[config.mk]
export PLATFORM = sky130hd
export DESIGN_NAME = clock_control
export DESIGN_NICKNAME = d
export VERILOG_FILES = /design/src/rtl/clock_control.sv
export SDC_FILE = /design/constraint.sdc
export NUM_CORES = 1
export LEC_CHECK = 0
export CAP_MARGIN = 20
export CORE_MARGIN = 1.5
export CORE_UTILIZATION = 65
export DETAILED_ROUTE_END_ITERATION = 6
export GPL_ROUTABILITY_DRIVEN = 0
export GPL_TIMING_DRIVEN = 0
export PLACE_DENSITY = 0.93
export SYNTH_ARGS = -nofsm -noshare
export SYNTH_HDL_FRONTEND = slang
export SYNTH_SLANG_ARGS = --single-unit
export TNS_END_PERCENT = 10
[constraint.sdc]
create_clock -name i_SYS_CLOCK -period 3.5 [get_ports i_SYS_CLOCK]
set_input_delay 0.7 -clock i_SYS_CLOCK [delete_from_list [all_inputs] [get_ports i_SYS_CLOCK]]
set_output_delay 0.7 -clock i_SYS_CLOCK [all_outputs]
set_load 0.02 [all_outputs]
[src/rtl/clock_control.sv]
// Front-panel clock controller: debounces the three panel buttons, keeps the manual-mode and
// halt state, and shapes manual step presses into fixed-width step-clock pulses.
module clock_control #(
  parameter int unsigned DEBOUNCE_CYCLES   = 32'h3FFFF,
  parameter int unsigned STEP_PULSE_CYCLES = 32'hFFFFF
) (
  input  logic i_SYS_CLOCK,
  input  logic i_RESET_n,
  input  logic i_BTN_STEP_MODE,
  input  logic i_BTN_STEP,
  input  logic i_BTN_RUN,
  input  logic i_CPU_HALT,
  output logic o_STEP_TOGGLE,
  output logic o_STEP_CLOCK,
  output logic o_HALT,
  output logic o_MANUAL
);

  localparam int unsigned NumBtn  = 3;
  localparam int unsigned BtnMode = 0;
  localparam int unsigned BtnStep = 1;
  localparam int unsigned BtnRun  = 2;

  localparam logic [31:0] DebLast   = 32'(DEBOUNCE_CYCLES - 1);
  localparam logic [31:0] PulseLast = 32'(STEP_PULSE_CYCLES - 1);

  typedef enum logic {StIdle, StHigh} step_state_e;

  logic [NumBtn-1:0] btn_raw;
  logic [NumBtn-1:0] btn_evt;

  assign btn_raw = {i_BTN_RUN, i_BTN_STEP, i_BTN_STEP_MODE};

  for (genvar g = 0; g < NumBtn; g++) begin : gen_btn
    logic        sync1_q;
    logic        sync2_q;
    logic        deb_q;
    logic        deb_prev_q;
    logic [31:0] cnt_q;

    always_ff @(posedge i_SYS_CLOCK or negedge i_RESET_n) begin
      if (!i_RESET_n) begin
        sync1_q    <= 1'b0;
        sync2_q    <= 1'b0;
        deb_q      <= 1'b0;
        deb_prev_q <= 1'b0;
        cnt_q      <= '0;
      end else begin
        sync1_q    <= btn_raw[g];
        sync2_q    <= sync1_q;
        deb_prev_q <= deb_q;
        // Any cycle where the input agrees with the debounced state restarts the count.
        if (sync2_q == deb_q) begin
          cnt_q <= '0;
        end else if (cnt_q == DebLast) begin
          deb_q <= sync2_q;
          cnt_q <= '0;
        end else begin
          cnt_q <= cnt_q + 32'd1;
        end
      end
    end

    assign btn_evt[g] = deb_q & ~deb_prev_q;
  end

  step_state_e state_q;
  logic [31:0] pulse_cnt_q;
  logic        toggle_q;
  logic        manual_q;
  logic        halt_q;

  always_ff @(posedge i_SYS_CLOCK or negedge i_RESET_n) begin
    if (!i_RESET_n) begin
      state_q     <= StIdle;
      pulse_cnt_q <= '0;
      toggle_q    <= 1'b0;
      manual_q    <= 1'b0;
      halt_q      <= 1'b0;
    end else begin
      toggle_q <= btn_evt[BtnMode];
      if (btn_evt[BtnMode]) begin
        manual_q <= ~manual_q;
      end

      // A halt request beats a simultaneous RUN press.
      if (i_CPU_HALT) begin
        halt_q <= 1'b1;
      end else if (btn_evt[BtnRun]) begin
        halt_q <= 1'b0;
      end

      // Step qualification uses the pre-toggle manual state; a running pulse is never cut short.
      case (state_q)
        StIdle: begin
          if (btn_evt[BtnStep] && manual_q && !halt_q) begin
            state_q     <= StHigh;
            pulse_cnt_q <= '0;
          end
        end
        StHigh: begin
          if (pulse_cnt_q == PulseLast) begin
            state_q <= StIdle;
          end else begin
            pulse_cnt_q <= pulse_cnt_q + 32'd1;
          end
        end
        default: state_q <= StIdle;
      endcase
    end
  end

  assign o_STEP_TOGGLE = toggle_q;
  assign o_STEP_CLOCK  = (state_q == StHigh);
  assign o_HALT        = halt_q;
  assign o_MANUAL      = manual_q;

endmodule

==> impl_metrics.env <==
export IMPL_diodes=0
export IMPL_cp_required_ns=3.90
export IMPL_drv_slew=0
export IMPL_synth_edf_count=0
export IMPL_powerDensity_nw_per_um2=451.0
export IMPL_relSlewSlack_pct=39.81
export IMPL_synth_ff_type="dfrtp_1"
export IMPL_initial_utilization_pct=66.19
export IMPL_synth_area_leaders="dfrtp_1 51%, xor2_1 6.2%, nor2_1 5.6%, xnor2_1 4.6%, nand3_1 3.8%"
export IMPL_netlist_area_um2=7112
export IMPL_cts_buffers=17
export IMPL_die_w_um=107.6
export IMPL_crit_family="simple AND/OR/NAND/NOR gates"
export IMPL_synth_distinct_cells=53
export IMPL_final_cells=914
export IMPL_syn_area_per_cell_um2=9.742
export IMPL_via_per_inst=6.455
export IMPL_critPathSlowestCell="or4b_2"
export IMPL_grt_use_total_pct=30.09
export IMPL_ctsHtreeMaxLevel=4
export IMPL_clock_sinks=144
export IMPL_hold_violations=0
export IMPL_postCtsHoldBufs=0
export IMPL_yosys_register_bits=144
export IMPL_max_vdd_ir_drop_mv=0.4011
export IMPL_p_leak_nw=3.367
export IMPL_total_power_mw=3.617
export IMPL_rsz0062_at_grt="false"
export IMPL_drive_gt1_share_pct=6.718
export IMPL_dp_cells=881
export IMPL_wirelength_mm=16.13
export IMPL_path_class="reg -> reg"
export IMPL_critPathMaxStageDelay_ns=0.58
export IMPL_grt_antenna_before_repair=0
export IMPL_path_buf_inv=2
export IMPL_num_rows=38
export IMPL_ant_nets=0
export IMPL_core_area_um2=10750
export IMPL_area_growth_pct=12.79
export IMPL_synth_top_area_share_pct=50.67
export IMPL_root_buffer="clkbuf_8"
export IMPL_worstSkewPairLatency_ns=0.54
export IMPL_finalClockSkew_ns=0.006373
export IMPL_drt_iter0_drc=622
export IMPL_cp_end_kind="register"
export IMPL_crit_fanout=10
export IMPL_ys_warn_count=0
export IMPL_post_cts_buffers=0
export IMPL_period_share_pct=76.57
export IMPL_cts_max_path_buffers=2
export IMPL_port_buffers=9
export IMPL_cp_cell_sequence="inv_1 > ha_1 > or4b_2 > nor4_1 > nand4_1 > nand2_1 > buf_1 > nor2_1"
export IMPL_drt_pass1_iterations=6
export IMPL_cp_start_kind="register"
export IMPL_grt_overflow_total=0
export IMPL_hold_path_class="in -> async"
export IMPL_synth_seq_area_share_pct=50.67
export IMPL_grt_pass1_vias=5828
export IMPL_grt_max_degree=74
export IMPL_die_h_um=107.6
export IMPL_cts_clk_slew_worst_paths_ns=0.06
export IMPL_drt_wirelength_per_cell_um=17.64
export IMPL_dieArea_um2=11580
export IMPL_maxCapViolations=0
export IMPL_yosysTopAreaCell="dfrtp_1"
export IMPL_drc=0
export IMPL_fill_cells=670
export IMPL_tightest_slew_ns=0.8947
export IMPL_syn_num_nets=744
export IMPL_final_util_pct=74.65
export IMPL_dr_total_vias=5900
export IMPL_synthCells=730
export IMPL_dp_hpwl_mm=10.45
export IMPL_maxClockFrequency_ghz=0.3731
export IMPL_ys_async_sr_fraction_pct=100.0
export IMPL_ctsResizeCount=0
export IMPL_cts_tree="yes"
export IMPL_grt_pass1_wl_mm=27.21
export IMPL_setup_slack_ns=0.8201
export IMPL_setup_viol=0
export IMPL_ios=10
export IMPL_cp_arrival_ns=3.08
export IMPL_period_minus_slack_ns=2.680
export IMPL_status="completed"
export IMPL_place_ws_ns=0.7010
export IMPL_fin_nets=775
==> cells by family (layout without fill, tap and decap cells) <==
kind of cell | count (synthesis) | after routing | share of synthesized area, %
buffers and inverters | 42 | 86 | 2.375
AOI/OAI and AO/OA | 73 | 73 | 6.738
and+or+nand+nor | 367 | 367 | 26.78
DFF | 144 | 144 | 50.67
adders and majority gates | 8 | 8 | 1.408
muxes | 9 | 9 | 1.319
xor gates and xnor gates | 87 | 87 | 10.71
==> stage by stage <==
step / TNS [ns] / hold WS, ns / area, um2
2_1_floorplan: 0 / 0.3312 / 7112
3_3_place_gp: -515.82 / 0.3337 / 7377
3_5_place_dp: 0 / 0.3362 / 7411
4_1_cts: 0 / 0.1947 / 8016
5_1_grt: 0 / 0.2197 / 8021
6_report: 0 / 0.1536 / 8021
==> per-layer routing <==
layer	up-vias	track usage [%]	part of all wire (%)
li1	2684	-	-
met1	2887	36.08	40
met2	278	50.55	51
met3	51	7.809	6.7
met4	0	14.47	2.8
met5	-	0	0
==> power breakdown <==
group	switching, mW	leakage [nW]	internal, mW
clock	0.684	0.293	1.16
sequential	0.0148	1.99	1.68
combinational	0.0613	1.09	0.0231
==> worst paths after layout <==
kind	from	endpoint	slack, ns	cells past startpoint
setup / recovery	gen_btn[1].cnt_q[0]	gen_btn[1].cnt_q[22]	0.82	8
hold / removal	i_RESET_n	pulse_cnt_q[30]	0.15	1
setup reg to reg	gen_btn[1].cnt_q[0]	gen_btn[1].cnt_q[22]	0.82	8
hold reg to reg	gen_btn[1].sync1_q	gen_btn[1].sync2_q	0.35	0
max in group asynchronous	i_RESET_n	gen_btn[2].cnt_q[28]	2.57	2
min in group i_SYS_CLOCK	gen_btn[1].sync1_q	gen_btn[1].sync2_q	0.35	0
==> state kept, by name (all words and copies together) (netlist names) <==
signal	count
gen_btn.sync2_q	3
gen_btn.cnt_q	96
gen_btn.sync1_q	3
o_HALT	1
o_STEP_CLOCK	1
o_STEP_TOGGLE	1
gen_btn.deb_prev_q	3
gen_btn.deb_q	3
pulse_cnt_q	32
o_MANUAL	1
==> area by class of cell <==
cell class | count | area (um2) | area share (%)
Buffer | 25 | 105.1 | 1.310
Clock buffer | 22 | 473.0 | 5.896
Clock inverter | 10 | 132.6 | 1.653
Inverter | 17 | 63.81 | 0.7955
Multi-Input combinational cell | 544 | 3339 | 41.63
Sequential cell | 144 | 3603 | 44.92
Tap cell | 140 | 175.2 | 2.184
Timing Repair Buffer | 12 | 128.9 | 1.607
==> synthesized netlist by cell type, types with 2 or more instances <==
cell type  count
a211o_1        2
a21oi_1       13
a31oi_1       16
and4_1        12
o21ai_0       14
ha_1           8
nand4_1       38
nor4b_1        3
or2_2          3
and2_1         7
nor3b_1        5
nand4b_1       2
xnor2_1       37
nand2b_1       2
nand4_2        2
o31ai_1        9
mux2_2         3
nand3_1       54
nor2_1       107
dfrtp_1      144
nand2_1       53
nor4_1        23
nor3_1        15
or4_1          9
a41oi_1        2
mux2i_1        6
buf_2          2
or3_1          6
o211ai_1       7
and3_1        17
o311a_1        2
xor2_1        50
inv_1         17
clkbuf_1      16
a21o_1         2
buf_1          5
==> placed cells by master, fill, tap and decap left out, types with 7 or more instances in the layout <==
cell	count
clkbuf_16	16
clkbuf_1	17
nand3_1	54
clkdlybuf4s50_1	8
a31oi_1	16
nand4_1	38
a21oi_1	13
nand2_1	53
nor3_1	15
xor2_1	50
and4_1	12
and3_1	17
inv_1	17
xnor2_1	37
or4_1	9
dfrtp_1	144
and2_1	7
o21ai_0	14
nor4_1	23
o211ai_1	7
ha_1	8
nor2_1	107
o31ai_1	9
Note: power is estimated with default switching activity, not from simulation.
